File: src/rtl/jt12_sh_pkg.sv
// Shared definitions for the ring-side write-injection stage.
//   wr_state_t : write FSM encoding (IDLE = 0, ARMED = 1)
//   slot_last  : index of the last slot of a ring with n slots
package jt12_sh_pkg;

  typedef enum logic {
    IDLE  = 1'b0,
    ARMED = 1'b1
  } wr_state_t;

  function automatic int slot_last(input int n);
    return n - 1;
  endfunction

endpackage

File: src/rtl/jt12_sh_wr_if.sv
// Register-write request bus between the MMR side and the ring write stage.
//   wr_req   : single-cycle request pulse (honoured only while wr_busy = 0)
//   wr_slot  : target slot index
//   wr_data  : value to place in that slot
//   wr_busy  : a write is pending
//   wr_done  : one-cycle pulse, write committed
//   wr_err   : one-cycle pulse, request rejected (slot out of range)
interface jt12_sh_wr_if #(
  parameter int width = 5,
  parameter int slotw = 5
);
  logic             wr_req;
  logic [slotw-1:0] wr_slot;
  logic [width-1:0] wr_data;
  logic             wr_busy;
  logic             wr_done;
  logic             wr_err;

  modport master (
    output wr_req, wr_slot, wr_data,
    input  wr_busy, wr_done, wr_err
  );

  modport slave (
    input  wr_req, wr_slot, wr_data,
    output wr_busy, wr_done, wr_err
  );
endinterface

File: src/rtl/jt12_slot_cnt.sv
// Slot tracker for a circulating per-slot shift register.
//   clk, rst : clock and synchronous active-high reset
//   clk_en   : ring advance enable
//   zero     : with clk_en, slot 0 is entering the ring this advance
//   cur      : index of the slot entering the ring this cycle
module jt12_slot_cnt
  import jt12_sh_pkg::*;
#(
  parameter int stages = 24,
  parameter int slotw  = 5
) (
  input  logic             clk,
  input  logic             rst,
  input  logic             clk_en,
  input  logic             zero,
  output logic [slotw-1:0] cur
);

  localparam logic [slotw-1:0] SLOT_LAST = slotw'(slot_last(stages));

  logic [slotw-1:0] cnt;

  // zero only means something on an advance; on idle cycles it is ignored
  always_comb cur = (zero && clk_en) ? '0 : cnt;

  always_ff @(posedge clk) begin
    if (rst) begin
      cnt <= '0;
    end else if (clk_en) begin
      cnt <= (cur == SLOT_LAST) ? '0 : cur + 1'b1;
    end
  end

endmodule

File: src/rtl/jt12_sh_wr.sv
// Write-injection stage in front of a width x stages circulating ring.
// Recirculates drop into din; a pending register write replaces the value
// of its target slot for exactly one advance, then pulses wr_done.
//   clk, rst : clock and synchronous active-high reset (din forced to rstval)
//   clk_en   : ring advance enable shared with the ring
//   zero     : slot-0 sync marker (valid with clk_en)
//   drop     : ring output, value of the slot now entering
//   din      : ring input
//   slot     : index of the slot entering this cycle
//   bus      : write request bus (slave side)
module jt12_sh_wr
  import jt12_sh_pkg::*;
#(
  parameter int   width  = 5,
  parameter int   stages = 24,
  parameter int   slotw  = 5,
  parameter logic rstval = 1'b0
) (
  input  logic             clk,
  input  logic             rst,
  input  logic             clk_en,
  input  logic             zero,
  input  logic [width-1:0] drop,
  output logic [width-1:0] din,
  output logic [slotw-1:0] slot,
  jt12_sh_wr_if.slave      bus
);

  wr_state_t        state, state_nx;
  logic [slotw-1:0] cur;
  logic [slotw-1:0] tgt_p0;
  logic [width-1:0] dat_p0;
  logic             slot_ok;
  logic             accept;
  logic             commit;
  logic             done_nx, err_nx;
  logic             done_p1, err_p1;

  jt12_slot_cnt #(
    .stages (stages),
    .slotw  (slotw)
  ) u_cnt (
    .clk    (clk),
    .rst    (rst),
    .clk_en (clk_en),
    .zero   (zero),
    .cur    (cur)
  );

  assign slot    = cur;
  assign slot_ok = int'(bus.wr_slot) < stages;

  // Commit is only evaluated in ARMED, so a request can never land in its
  // own cycle; a slot that is passing right now waits a full revolution.
  always_comb begin
    state_nx = state;
    accept   = 1'b0;
    commit   = 1'b0;
    done_nx  = 1'b0;
    err_nx   = 1'b0;
    unique case (state)
      IDLE: begin
        if (bus.wr_req) begin
          if (slot_ok) begin
            accept   = 1'b1;
            state_nx = ARMED;
          end else begin
            err_nx = 1'b1;
          end
        end
      end
      ARMED: begin
        if (clk_en && cur == tgt_p0) begin
          commit   = 1'b1;
          done_nx  = 1'b1;
          state_nx = IDLE;
        end
      end
    endcase
  end

  // p0: request capture
  always_ff @(posedge clk) begin
    if (accept) begin
      tgt_p0 <= bus.wr_slot;
      dat_p0 <= bus.wr_data;
    end
  end

  // p1: FSM state and status pulses; reset drops any pending write silently
  always_ff @(posedge clk) begin
    if (rst) begin
      state   <= IDLE;
      done_p1 <= 1'b0;
      err_p1  <= 1'b0;
    end else begin
      state   <= state_nx;
      done_p1 <= done_nx;
      err_p1  <= err_nx;
    end
  end

  always_comb begin
    if (rst) begin
      din = {width{rstval}};
    end else if (commit) begin
      din = dat_p0;
    end else begin
      din = drop;
    end
  end

  assign bus.wr_busy = (state == ARMED);
  assign bus.wr_done = done_p1;
  assign bus.wr_err  = err_p1;

endmodule

File: src/flat_wrapper.sv
// flat-port wrapper written by rule: the top's interface ports become plain ports
module jt12_sh_wr_flat import jt12_sh_pkg::*;
#(
  parameter int   width  = 5,
  parameter int   stages = 24,
  parameter int   slotw  = 5,
  parameter logic rstval = 1'b0
)
  (clk, rst, clk_en, zero, drop, din, slot, bus_wr_req, bus_wr_slot, bus_wr_data, bus_wr_busy, bus_wr_done, bus_wr_err);
  jt12_sh_wr_if #(.width(width), .slotw(slotw)) bus_i ();
  input  logic clk;
  input  logic rst;
  input  logic clk_en;
  input  logic zero;
  input  logic [width-1:0] drop;
  output logic [width-1:0] din;
  output logic [slotw-1:0] slot;
  input wire logic [$bits(bus_i.wr_req)-1:0] bus_wr_req;
  input wire logic [$bits(bus_i.wr_slot)-1:0] bus_wr_slot;
  input wire logic [$bits(bus_i.wr_data)-1:0] bus_wr_data;
  output wire logic [$bits(bus_i.wr_busy)-1:0] bus_wr_busy;
  output wire logic [$bits(bus_i.wr_done)-1:0] bus_wr_done;
  output wire logic [$bits(bus_i.wr_err)-1:0] bus_wr_err;
  assign bus_i.wr_req = bus_wr_req;
  assign bus_i.wr_slot = bus_wr_slot;
  assign bus_i.wr_data = bus_wr_data;
  assign bus_wr_busy = bus_i.wr_busy;
  assign bus_wr_done = bus_i.wr_done;
  assign bus_wr_err = bus_i.wr_err;
  jt12_sh_wr #(.width(width), .stages(stages), .slotw(slotw), .rstval(rstval)) u_core (.clk(clk), .rst(rst), .clk_en(clk_en), .zero(zero), .drop(drop), .din(din), .slot(slot), .bus(bus_i));
endmodule
File: config.mk
export PLATFORM = sky130hd
export DESIGN_NAME = jt12_sh_wr_flat
export DESIGN_NICKNAME = d
export VERILOG_FILES = /design/src/rtl/jt12_sh_pkg.sv /design/src/rtl/jt12_sh_wr_if.sv /design/src/rtl/jt12_slot_cnt.sv /design/src/rtl/jt12_sh_wr.sv /design/src/flat_wrapper.sv
export SDC_FILE = /design/constraint.sdc
export NUM_CORES = 1
export LEC_CHECK = 0
export BUFFER_PORTS_ARGS = -buffer_cell sky130_fd_sc_hd__buf_2
export CAP_MARGIN = 25
export CORE_MARGIN = 8
export CORE_UTILIZATION = 44
export DETAILED_ROUTE_END_ITERATION = 10
export GPL_TIMING_DRIVEN = 1
export PLACE_DENSITY = 0.71
export SLEW_MARGIN = 20
export SYNTH_ARGS = -nofsm -noshare
export SYNTH_HDL_FRONTEND = slang
export SYNTH_SLANG_ARGS = --single-unit
export TNS_END_PERCENT = 20
File: constraint.sdc
create_clock -name clk -period 3.4 [get_ports clk]
set_input_delay 0.51 -clock clk [delete_from_list [all_inputs] [get_ports clk]]
set_output_delay 0.51 -clock clk [all_outputs]
set_load 0.01 [all_outputs]
; Yosys cells after proc, flatten, opt, wreduce, memory -nomap -nowiden
; Index checks and enable logic that the tools add are counted.
[word_totals]
regBits = 18
inputBits = 20
elab_cells = 27
[classes]
addsub = 1
magnitude_cmp = 1
n_eq_ne = 2
muxes = 12
bitwise_logic = 2
n_reduce_logical = 3
[ops]
columns = operator, n
row1 = $mux 5, 4
row2 = $mux 1, 7
row3 = $add 5x1->5 const B, 1
row4 = $eq 5x5->1, 1
row5 = $eq 5x5->1 const B, 1
row6 = $lt 5x5->1 const B, 1
row7 = $reduce_or 3->1, 1
row8 = $logic_and 1x1->1, 2
row9 = $not 1->1, 2
row10 = $pmux 1 s2, 1

; Logic depth before layout (Yosys ltp)
[depth]
word_depth = 8
ltp_mapped = 7

; Cells and area by module
; From an unflattened synthesis, not the netlist that was laid out.
[unflattened]
cells_unflattened = 83
area_unflattened_um2 = 858.3
[by_module_without_submodules]
columns = mod, instances, cells_per_inst, area_each_um2
row1 = jt12_sh_wr, 1, 47, 573.0
row2 = jt12_slot_cnt, 1, 36, 285.3

; Worst setup path before layout
; No wires, ideal clock.
[synth_path]
path_type = register to output
start = register u_core.tgt_p0[1]
end = output port din[0]
arrival_time_ns = 1.447
required_ns = 2.890
slack_ns = 1.443
stages_incl_launch_ff = 6
n_path_buf = 0
path_cell_list = edfxtp_1 > and4bb_1 > a31o_1 > a22o_4 > nand3_4 > mux2i_1
[synth_via]
elab_chain_len = 6
[synth_lines]
columns = item, line_no
row1 = "start, declared", jt12_sh_wr.sv:31  ; logic [slotw-1:0] tgt_p0;
row2 = "start signal, assigned", jt12_sh_wr.sv:85  ; tgt_p0 <= bus.wr_slot;
row3 = $eq 5x5->1, jt12_sh_wr.sv:73  ; if (clk_en && cur == tgt_p0) begin
row4 = $logic_and 1x1->1, jt12_sh_wr.sv:73
row5 = $mux 1, jt12_sh_wr.sv:73
row6 = $mux 1, n/a
row7 = $mux 5, jt12_sh_wr.sv:106  ; end else if (commit) begin
row8 = $mux 5, jt12_sh_wr.sv:104  ; if (rst) begin
row9 = "end, declared", flat_wrapper.sv:16  ; output logic [width-1:0] din;
; Every way passes these cells.

; Worst setup path after layout
[layout_path]
start = register u_core.u_cnt.cnt[2]
end = output port din[0]
[layout_via]
elab_chain_len = 7
[layout_lines]
columns = item, line_no
row1 = "start, declared", jt12_slot_cnt.sv:21  ; logic [slotw-1:0] cnt;
row2 = "start signal, assigned", jt12_slot_cnt.sv:30  ; cnt <= (cur == SLOT_LAST) ? '0 : cur + 1'b1;
row3 = $mux 5, jt12_slot_cnt.sv:24  ; always_comb cur = (zero && clk_en) ? '0 : cnt;
row4 = $eq 5x5->1, jt12_sh_wr.sv:73
row5 = $logic_and 1x1->1, jt12_sh_wr.sv:73
row6 = $mux 1, jt12_sh_wr.sv:73
row7 = $mux 1, n/a
row8 = $mux 5, jt12_sh_wr.sv:106
row9 = $mux 5, jt12_sh_wr.sv:104
; Every way passes these cells.

==> impl_metrics.yaml <==
run_status:
  status: "finished, final reports clean"
layout:
  area.growth.synth_to_final_pct: 22.3
  antenna_cells: 0
  final_common_cell: "buf_2"
  layout-drive-gt1-share: 0.353
  nets: 141
  stdcell_count: 147
  final_cell_mix: "32 x buf_2, 12 x nand2b_1, 10 x edfxtp_1"
clock_network:
  cts_buffers: 3
  cts_setup_buffers: 0
  cts_repair_resize_count: 0
  cts_tree: "built"
  cts_hold_buf: 0
  clkLatencyLatePin_ps: 290
  clk_pin_slew_worst_paths_ps: 100
  h-tree-depth: 1
  clockBufferDepth: 2
  cts-root-buf: "clkbuf_4"
  cts_sinks: 18
floorplanning:
  num_rows: 17
  die_x_um: 62.7
  io_pins: 33
  dieArea_mm2: 0.00393
  core-area_mm2: 0.00213
  start_util: 0.451
  die_y_um: 62.7
logic_synthesis:
  syn-num-nets: 107
  synth_warnings: 0
  post_synth.cell_area_avg_um2: 11.2
  ys_seq_elements: 18
  netlist_area_um2: 960
  synth_edf_count: 10
  synth-main-ff-cell: "edfxtp_1"
  seq_area_frac_synth: 0.480
  async_flop_share: 0
  ys_types: 33
  synth_cells: 86
global_routing:
  grtUsageTotal: 0.111
  first_global_vias: 800
  grt_max_degree: 19
  antenna_found_initial: 0
  grt_pass1_wl_mm: 3.55
  overflow: 0
critical_path:
  cp.required_ps: 2890
  path_class: "register to output pin"
  cp-end-kind: "output pin"
  crit_path_max_fanout: 8
  crit_path_start_kind: "register"
  cp.arrival_ps: 1930
power:
  vdd_ir_drop_max_uv: 235
  p_leak_nw: 0.521
  powerDensity_mw_per_mm2: 361
flow_run:
  drv_cap: 0
placement:
  gp_congestion: 0.759
  place_ws_ps: 1050
  hpwlAfterDp_mm: 1.58
  io_buffers: 32
  place_inst: 143
routing:
  ant_nets: 0
  wl_per_cell_um: 14.1
  wl_mm: 2.07
  dr.pass1.iters: 3
  vias: 750
  drt_iter0_drc: 25
  post-route-drc-count: 0
  via_per_inst: 5.10
sta:
  setup_viol: 0
  rsz0062_at_grt: "false"
  layout_worst_path_cycle_share: 0.719
  timing.slew.headroom: 0.594
  timing.final.ws_setup_ps: 956
  slew_viol_final: 0
  fin_skew_ps: 3.13
  clock.fmax_ghz: 0.409
  tightest_slew_ps: 608
  final_hold_viol_count: 0
  tns_ps: 0
  min_period_ps: 2440
hold_path:
  holdCritPathClass: "input pin to register"
## state kept, by name (all words and copies together) (netlist names)
register / count
u_core.dat_p0: 5
u_core.tgt_p0: 5
u_core.u_cnt.cnt: 5
u_core.bus.wr_busy: 1
u_core.bus.wr_done: 1
u_core.bus.wr_err: 1
## logic make-up (layout without fill, tap and decap cells)
kind of cell | Yosys count | after routing | synth area share
fa+ha+maj | 1 | 1 | 0.0130
xor+xnor | 3 | 3 | 0.0274
flops | 18 | 18 | 0.480
buf+inv | 3 | 36 | 0.0117
mux | 7 | 7 | 0.0743
simple gates | 39 | 39 | 0.250
compound gates | 15 | 15 | 0.143
## worst max-delay path, stage by stage (launching register included)
cell and delay, ps:
dfxtp_1 470, and4bb_1 220, a31o_1 190, a22o_4 270, nand3_4 130, mux2i_1 200
buf_2 150
## layer usage
layer,part of all wire,GRT usage
met5,0,0
met4,0.025,0.0684
met3,0.044,0.0287
met2,0.50,0.190
met1,0.42,0.119
## worst paths after layout
check	cells past startpoint	to	slack [ps]	start
worst min register to register	2	u_core.u_cnt.cnt[0]	530	u_core.u_cnt.cnt[0]
worst max-delay path	6	din[0]	960	u_core.u_cnt.cnt[2]
worst max register to register	6	u_core.u_cnt.cnt[3]	1920	u_core.u_cnt.cnt[1]
worst min-delay path	1	u_core.dat_p0[2]	380	bus_wr_data[2]
## area by class of cell
class	instances	area [µm²]
Timing Repair Buffer	32	160
Sequential cell	18	460
Multi-Input combinational cell	65	492
Tap cell	28	35.0
Clock buffer	4	26.3
Fill cell	211	953
## where the power goes
part	internal [mW]	total [mW]	leakage, nW	switching (mW)
logic	0.0298	0.0621	0.347	0.0323
registers	0.242	0.250	0.160	0.00773
clock network	0.0457	0.112	0.0150	0.0665
total	0.317	0.424	0.521	0.107
## cell usage after synthesis, drive strengths merged (2+ instances only)
cell type / count / area share
a311oi: 2 / 0.025
mux2i: 6 / 0.063
a21oi: 3 / 0.016
edfxtp: 10 / 0.31
nand2b: 12 / 0.078
and2b: 2 / 0.016
o21ai: 3 / 0.016
xnor2: 2 / 0.018
nor2: 8 / 0.031
dfxtp: 8 / 0.17
nand3: 2 / 0.023
clkbuf: 3 / 0.012
and2: 6 / 0.039
nand2: 3 / 0.014
## per-stage QoR
step / power (mW) / utilization / hold slack [ps] / area [µm²]
2_1_floorplan: 0.291 / - / 480 / 960
5_1_grt: 0.444 / 0.552 / 367 / 1170
3_3_place_gp: 0.315 / 0.538 / 501 / 1140
3_5_place_dp: 0.317 / 0.538 / 511 / 1140
4_1_cts: 0.429 / 0.550 / 373 / 1170
6_report: 0.424 / 0.552 / 381 / 1170
(Power assumes the default switching activity.)
